[src/rtl/fb_pkg.sv]
// Shared definitions for the framebuffer arbiter: address/pixel widths,
// the default framebuffer size and the clear-sequencer state encoding.
package fb_pkg;

    // 19 address bits cover 800x480 = 384000 words.
    localparam int FB_ADDR_W = 19;
    // Each framebuffer word is a 4-bit palette index.
    localparam int PIX_W = 4;
    // Project framebuffer size (800x480 words).
    localparam int FB_SIZE_DEFAULT = 384000;

    // Clear sequencer state.
    typedef enum logic [0:0] {
        ST_IDLE  = 1'b0,
        ST_CLEAR = 1'b1
    } fb_state_e;

endpackage : fb_pkg

[src/rtl/fb_arbiter.sv]
// Framebuffer arbiter: shares one single-port RAM between the scanout
// reader, an inline clear sequencer and the renderer write port.
// Priority per cycle is scanout read, then clear write, then renderer write.
module fb_arbiter
    import fb_pkg::*;
#(
    // FB_SIZE must stay below 2**FB_ADDR_W so that FB_SIZE itself is
    // representable in the 19-bit address compare.
    parameter int FB_SIZE = FB_SIZE_DEFAULT,
    parameter int DROP_W  = 16
) (
    input  logic                 clk,
    input  logic                 rst_n,
    input  logic                 vga_req,
    input  logic [FB_ADDR_W-1:0] vga_addr,
    output logic [PIX_W-1:0]     vga_data,
    output logic                 vga_valid,
    input  logic                 wr_valid,
    output logic                 wr_ready,
    input  logic [FB_ADDR_W-1:0] wr_addr,
    input  logic [PIX_W-1:0]     wr_data,
    input  logic                 clr_start,
    input  logic [PIX_W-1:0]     clr_index,
    output logic                 clr_busy,
    output logic                 clr_done,
    output logic [FB_ADDR_W-1:0] mem_addr,
    output logic                 mem_we,
    output logic [PIX_W-1:0]     mem_wdata,
    input  logic [PIX_W-1:0]     mem_rdata,
    output logic [DROP_W-1:0]    drop_count
);

    localparam logic [FB_ADDR_W-1:0] FB_END  = FB_ADDR_W'(FB_SIZE);
    localparam logic [FB_ADDR_W-1:0] FB_LAST = FB_ADDR_W'(FB_SIZE - 1);
    localparam logic [DROP_W-1:0]    DROP_MAX = '1;

    fb_state_e             state_q, state_d;
    logic [FB_ADDR_W-1:0]  clr_ptr_q, clr_ptr_d;
    logic [PIX_W-1:0]      clr_idx_q, clr_idx_d;
    logic                  clr_done_q, clr_done_d;
    logic [DROP_W-1:0]     drop_q, drop_d;
    logic                  vga_valid_q, vga_valid_d;
    logic                  vga_inr_q, vga_inr_d;

    logic vga_hit;
    logic clr_wr;
    logic wr_fire;
    logic wr_inr;
    logic we_raw;

    // Request decode: who owns the RAM port this cycle.
    always_comb begin
        vga_hit  = vga_req && (vga_addr < FB_END);
        // Any scanout request, even out of range, stalls the clear pointer.
        clr_wr   = (state_q == ST_CLEAR) && !vga_req;
        wr_ready = (state_q == ST_IDLE) && !vga_req && !clr_start;
        wr_fire  = wr_valid && wr_ready;
        wr_inr   = wr_addr < FB_END;
    end

    // RAM port mux; write enable is forced low while reset is held.
    always_comb begin
        mem_addr  = '0;
        mem_wdata = '0;
        we_raw    = 1'b0;
        if (vga_hit) begin
            mem_addr = vga_addr;
        end else if (clr_wr) begin
            mem_addr  = clr_ptr_q;
            mem_wdata = clr_idx_q;
            we_raw    = 1'b1;
        end else if (wr_fire && wr_inr) begin
            mem_addr  = wr_addr;
            mem_wdata = wr_data;
            we_raw    = 1'b1;
        end
        mem_we = we_raw && rst_n;
    end

    // Clear sequencer, drop counter and scanout return-path next state.
    always_comb begin
        state_d     = state_q;
        clr_ptr_d   = clr_ptr_q;
        clr_idx_d   = clr_idx_q;
        clr_done_d  = 1'b0;
        drop_d      = drop_q;
        vga_valid_d = vga_req;
        vga_inr_d   = vga_hit;

        case (state_q)
            ST_IDLE: begin
                if (clr_start) begin
                    state_d   = ST_CLEAR;
                    clr_ptr_d = '0;
                    clr_idx_d = clr_index;
                end
            end
            ST_CLEAR: begin
                // clr_start is deliberately ignored here: no restart.
                if (clr_wr) begin
                    if (clr_ptr_q == FB_LAST) begin
                        state_d    = ST_IDLE;
                        clr_ptr_d  = '0;
                        clr_done_d = 1'b1;
                    end else begin
                        clr_ptr_d = clr_ptr_q + FB_ADDR_W'(1);
                    end
                end
            end
            default: begin
                state_d = ST_IDLE;
            end
        endcase

        if (wr_fire && !wr_inr && (drop_q != DROP_MAX)) begin
            drop_d = drop_q + DROP_W'(1);
        end
    end

    // State registers; reset aborts any clear in progress without clr_done.
    always_ff @(posedge clk or negedge rst_n) begin
        if (!rst_n) begin
            state_q     <= ST_IDLE;
            clr_ptr_q   <= '0;
            clr_idx_q   <= '0;
            clr_done_q  <= 1'b0;
            drop_q      <= '0;
            vga_valid_q <= 1'b0;
            vga_inr_q   <= 1'b0;
        end else begin
            state_q     <= state_d;
            clr_ptr_q   <= clr_ptr_d;
            clr_idx_q   <= clr_idx_d;
            clr_done_q  <= clr_done_d;
            drop_q      <= drop_d;
            vga_valid_q <= vga_valid_d;
            vga_inr_q   <= vga_inr_d;
        end
    end

    // Outputs: RAM read data arrives one cycle after the address, so it is
    // passed straight through when the previous request was in range.
    always_comb begin
        vga_valid  = vga_valid_q;
        vga_data   = (vga_valid_q && vga_inr_q) ? mem_rdata : '0;
        clr_busy   = (state_q == ST_CLEAR);
        clr_done   = clr_done_q;
        drop_count = drop_q;
    end

endmodule : fb_arbiter

[config.mk]
export PLATFORM = sky130hd
export DESIGN_NAME = fb_arbiter
export DESIGN_NICKNAME = d
export VERILOG_FILES = /design/src/rtl/fb_pkg.sv /design/src/rtl/fb_arbiter.sv
export SDC_FILE = /design/constraint.sdc
export NUM_CORES = 1
export LEC_CHECK = 0
export CAP_MARGIN = 20
export CORE_ASPECT_RATIO = 1.1
export CORE_MARGIN = 4
export CORE_UTILIZATION = 40
export DETAILED_ROUTE_END_ITERATION = 6
export GPL_ROUTABILITY_DRIVEN = 0
export PLACE_DENSITY = 0.75
export SETUP_SLACK_MARGIN = 0.3
export SYNTH_ARGS = -nofsm -noshare
export SYNTH_HDL_FRONTEND = slang
export SYNTH_SLANG_ARGS = --single-unit
[constraint.sdc]
create_clock -name clk -period 2.5 [get_ports clk]
set_input_delay 0.5 -clock clk [delete_from_list [all_inputs] [get_ports clk]]
set_output_delay 0.5 -clock clk [all_outputs]
set_load 0.02 [all_outputs]
## Yosys cells after proc, flatten, opt, wreduce, memory -nomap -nowiden

Cells that the tools add are included.

- Register bits after elaboration: 43
- Latch bits: 0
- Memory bits (writable): 0
- Bits in read-only memories: 0
- Bits of input ports: 55
- Output and inout port bits: 48
- Logic and storage cells: 52
- Memories: 0

- Add/subtract/negate cells: 2
- Multipliers: 0
- Div/mod/pow operators: 0
- $lt $le $gt $ge: 2
- Equal/unequal tests: 4
- Shift-type cells: 0
- Multiplexer cells: 21
- Bitwise gates (word level): 1
- Reduce and logical (&&, ||, !) cells: 15

Operators with widths:

| kind | count |
|---|---|
| $mux 19 | 6 |
| $lt 19x19->1 const B | 2 |
| $pmux 19 s2 | 1 |
| $add 19x1->19 const B | 1 |
| $eq 19x19->1 const B | 1 |
| $add 16x1->16 const B | 1 |
| $mux 4 | 4 |
| $ne 16x16->1 const B | 1 |
| $logic_and 1x1->1 | 10 |
| $mux 1 | 9 |
| $reduce_and 2->1 | 2 |
| $logic_not 1->1 | 3 |
| $ne 2x1->1 const B | 1 |
| $ne 2x2->1 const B | 1 |
| $pmux 1 s2 | 1 |
| $not 1->1 | 1 |

## Logic depth before layout (Yosys ltp)

Gate-level depths: netlist (run 1).

- Word-level depth: 9
- Depth in mapped cells: 7

## Least setup slack after synthesis (run 1)

Ideal clock, no wire load.

- Path type: reg-to-output
- From: register state_q, in the netlist clr_busy
- To: output port mem_addr[11]
- Arrival time: 1.625 ns
- Data required time: 2.000 ns
- Path slack: 0.375 ns
- Stages on the path, launching flop included: 6
- Path through: dfrtp_1 -> nor2b_1 -> buf_2 -> nand2_1 -> a21boi_0 -> o2bb2ai_1

- Word-level cells in the longest chain between the ends: 8
- Elaborated cells on any way between the ends: 9
- Those cells by class: mux: 3; bitwise: 1; reduce/logical: 5

Ends and longest elaborated chain:

| what | line | source |
|---|---|---|
| start: declaration | fb_arbiter.sv:37 | `fb_state_e state_q, state_d;` |
| start signal: assignment | fb_arbiter.sv:131 | `state_q <= state_d;` |
| $not 1->1 | n/a |  |
| $logic_and 1x1->1 (2 in series) | fb_arbiter.sv:56 | `wr_ready = (state_q == ST_IDLE) && !vga_req && !clr_start;` |
| $logic_and 1x1->1 | fb_arbiter.sv:57 | `wr_fire = wr_valid && wr_ready;` |
| $logic_and 1x1->1 | fb_arbiter.sv:72 | `end else if (wr_fire && wr_inr) begin` |
| $mux 19 | fb_arbiter.sv:72 |  |
| $mux 19 * | fb_arbiter.sv:68 | `end else if (clr_wr) begin` |
| $mux 19 * | fb_arbiter.sv:66 | `if (vga_hit) begin` |
| end: declaration | fb_arbiter.sv:26 | `output logic [FB_ADDR_W-1:0] mem_addr,` |

Mark *: on every way between the ends. The rest lies on a longest branch, timed or not.

## Worst setup path after layout (run 1)

- From: input port wr_addr[18]
- To: output port mem_addr[6]

- Word-level cells in the longest chain between the ends: 5

Ends and longest elaborated chain:

| what | line | source |
|---|---|---|
| start: declaration | fb_arbiter.sv:20 | `input logic [FB_ADDR_W-1:0] wr_addr,` |
| $lt 19x19->1 | fb_arbiter.sv:58 | `wr_inr = wr_addr < FB_END;` |
| $logic_and 1x1->1 | fb_arbiter.sv:72 |  |
| $mux 19 | fb_arbiter.sv:72 |  |
| $mux 19 | fb_arbiter.sv:68 |  |
| $mux 19 | fb_arbiter.sv:66 |  |

Every way passes these cells.

==> qor.yml, run 1 <==
run_status:
  status: "completed"
cells_and_area:
  nets: 476
  syn2layout_area_growth_pct: 78.0
  final_layout_size_suffix_gt1_share_pct: 35.2
  postLayoutCoreUtil_pct: 72.8
  final_cells: 502
  n_antenna_cell: 0
global_route:
  grt_pass1_wl_microns: 15200
  antenna_found_initial: 1
  grt-ovfl-total: 0
  grtUsageTotal_pct: 24.3
  grt_max_degree: 44
  grt_pass1_vias: 2985
timing:
  tightest_slew_ns: 0.977
  slew_headroom_pct: 34.6
  period_share_pct: 92.6
  fin_skew_ns: 0.00349
  finalSetupViolations: 0
  max_freq_mhz: 432
  slew_violations: 0
  hold_violations: 0
  period_needed_ns: 2.32
  tns_ns: 0
  hold_ws_ns: 0.370
  grt_setup_unrepaired: "true"
synth:
  synthXorXnorAreaFrac_pct: 6.21
  ys.warnings.count: 0
  ys.flop_type: "dfrtp_1"
  yosys-mux-area-fraction_pct: 7.89
  synth_adder_area_share_pct: 0.934
  synth_edf_count: 0
  synth-compound-area-share_pct: 15.7
  syn-mean-instance-area_sq_um: 9.47
  syn_inst: 283
  yosysSeqAreaShare_pct: 40.1
  synth_area_sq_um: 2680
  synth_top_family_by_area: "simple AND/OR/NAND/NOR gates"
  async_flop_share_pct: 100
  ys_ff_latch: 43
  synth-simple-area-share_pct: 26.1
  ys_types: 48
  syn_nets: 340
route:
  remaining_drc_errors: 0
  wl_per_cell_microns: 19.4
  drt_first_pass_iters: 4
  drt-total-wl_microns: 9750
  drtIter0Drc: 159
  viasPerCell: 5.61
  vias: 2814
  ant_nets: 0
place:
  dpl.hpwl_microns: 6700
  place_inst: 484
  io_buffers: 102
worst_setup_path:
  critPathKind: "primary input to output pin"
  cp-start-kind: "primary input"
  rrSetupSlack_ns: 0.43
  path_cells: "clkdlybuf4s50_1 -> nand2_2 -> a21oi_4 -> buf_6 -> buf_12 -> o2bb2ai_4 -> buf_6"
  slowest_stage: "clkdlybuf4s50_1"
  worstRegToRegCells: 6
  r2r_start: "clr_busy"
  worstPathArrival_ns: 1.82
  critPathRequiredTime_ns: 2.00
  cp-end-kind: "output pin"
  path_max_fanout: 6
  slowest_delay_ns: 0.50
  r2r-end: "clr_ptr_q[6]"
  path_common_cell: "buf_6"
floorplanning:
  initial_core_util_pct: 40.9
  rows: 31
  io_pins: 103
  die_h_microns: 93.9
  dieArea_sq_um: 8080
  coreArea_sq_um: 6560
  die-width_microns: 86.0
clocking:
  cts_tree: "yes"
  clkTransAtPathRegs_ns: 0.08
  cts_buffers: 5
  clock_latency_ns: 0.30
  cts.htree.levels: 2
  cts.sinks: 43
  holdBufCountCts: 0
  ctsLongestPathBuffers: 2
  clockRootBuffer: "clkbuf_8"
power_and_ir_drop:
  power.total_mw: 1.89
  p_leak_nw: 2.02
  peakVddDrop_uv: 263
  powerDensity_nw_per_um2: 395
job:
  drv_cap: 0
min_path:
  min_path_type: "primary input to asynchronous set/reset pin"
-- repair_timing --
item,in CTS,in global routing
pin swaps,21,11
gates resized for setup,230,50
setup buffers,5,2
cloned,3,0
endpoints found under the setup margin,39,27
-- where the power goes --
group	total [mW]	switching (mW)	internal, mW
Sequential	0.790	0.0567	0.734
Clock	0.495	0.242	0.252
Combinational	0.601	0.277	0.323
-- cells by family (layout without fill, tap and decap cells) --
family / Yosys count / count (layout)
buffers and inverters: 17 / 154
and+or+nand+nor: 120 / 120
xor gates and xnor gates: 19 / 19
AOI/OAI and AO/OA: 62 / 62
adders and majority gates: 2 / 2
DFF: 43 / 43
muxes: 20 / 20
-- cells in the final DEF, fill, tap and decap left out, types with 3 or more instances in the layout --
| master | netlist | layout |
|---|---|---|
| clkdlybuf4s50_1 | 0 | 54 |
| dfrtp_1 | 43 | 42 |
| buf_4 | 0 | 30 |
| nand2_1 | 29 | 28 |
| buf_6 | 1 | 25 |
| o2bb2ai_4 | 0 | 19 |
| nor2_1 | 18 | 16 |
| xnor2_1 | 14 | 14 |
| nand3_1 | 14 | 13 |
| nand4_1 | 12 | 12 |
| and3_1 | 11 | 11 |
| clkbuf_2 | 0 | 11 |
| a21oi_1 | 19 | 10 |
| mux2i_2 | 0 | 9 |
| nor3_1 | 9 | 9 |
| o21ai_0 | 9 | 8 |
| dlygate4sd2_1 | 0 | 8 |
| a21oi_2 | 1 | 7 |
| clkbuf_8 | 0 | 7 |
| xor2_1 | 5 | 5 |
| mux2_2 | 5 | 5 |
| buf_12 | 0 | 5 |
| inv_1 | 4 | 4 |
| and2_1 | 5 | 4 |
| and4_1 | 4 | 4 |
| a21oi_4 | 0 | 3 |
| mux2i_1 | 14 | 3 |
| dlymetal6s2s_1 | 0 | 3 |
-- layer usage --
metal	routed length (microns)	up-vias	global-route usage (%)
met5	13	-	0
met4	242	2	7.65
met3	784	17	6.32
met2	5040	131	43.4
met1	3670	1345	28.1
li1	-	1319	-
-- worst max path at each step --
stage	slack (ns)	end	start	depth (start not counted)
2_1_floorplan	0.37	mem_addr[11]	clr_busy	5
3_3_place_gp	-0.55	mem_addr[11]	vga_req	6
3_5_place_dp	-0.54	mem_addr[12]	vga_req	6
4_1_cts	0.15	mem_addr[12]	clr_busy	6
5_1_grt	0.11	mem_addr[6]	clr_busy	5
6_report	0.18	mem_addr[6]	wr_addr[18]	7
-- synth_stat cells (2+ instances only) --
| library cell | instances | share of area [%] |
|---|---|---|
| and2_1 | 5 | 1.2 |
| xnor2_1 | 14 | 4.6 |
| inv_1 | 4 | 0.56 |
| mux2i_1 | 14 | 5.2 |
| nand3_1 | 14 | 2.6 |
| and4_1 | 4 | 1.3 |
| a31oi_1 | 3 | 0.70 |
| buf_2 | 6 | 1.1 |
| mux2_2 | 5 | 2.1 |
| o21ai_0 | 9 | 1.7 |
| nor4_4 | 2 | 1.6 |
| a21o_1 | 2 | 0.56 |
| a21oi_1 | 19 | 3.5 |
| dfrtp_1 | 43 | 40 |
| nand4_1 | 12 | 2.8 |
| nand2b_1 | 2 | 0.47 |
| clkbuf_1 | 6 | 0.84 |
| a221o_1 | 2 | 0.75 |
| nor2b_1 | 2 | 0.47 |
| ha_1 | 2 | 0.93 |
| and3_1 | 11 | 2.6 |
| o2bb2ai_1 | 19 | 6.2 |
| nor3_1 | 9 | 1.7 |
| xor2_1 | 5 | 1.6 |
| nand2_1 | 29 | 4.1 |
| nor2_1 | 18 | 2.5 |
-- sequential cells by signal (all words and copies together) (netlist names) --
signal      flops
drop_count     16
clr_done        1
vga_valid       1
clr_idx_q       4
clr_ptr_q      19
clr_busy        1
vga_inr_q       1
-- through the flow --
stage               setup WS (ns)  instance area (sq um)
CTS                         0.145                   4630
finish                      0.185                   4770
detailed placement         -0.535                   4000
floorplan                   0.375                   2680
global placement           -0.545                   4000
global route                0.113                   4770
-- cell type report --
type,instances,area [sq um]
clock buffers,8,100
fillers,456,1780
inverters,4,15.0
multi-input cells,223,2070
flip-flops and latches,43,1080
well taps,82,103
repair buffers,142,1410
-- critical path: cells and delay by family --
family | cells | cell delay [ns]
buf+inv | 4 | 0.94
simple gates | 1 | 0.08
compound gates | 2 | 0.29
No activity file was read; power rests on OpenSTA's default activity.
==> inputs of run 2 (changes only) <==
CAP_MARGIN = default   (was 20)
==> results of run 2 <==
The final DEF is identical to that of run 1; final timing and power are the same.
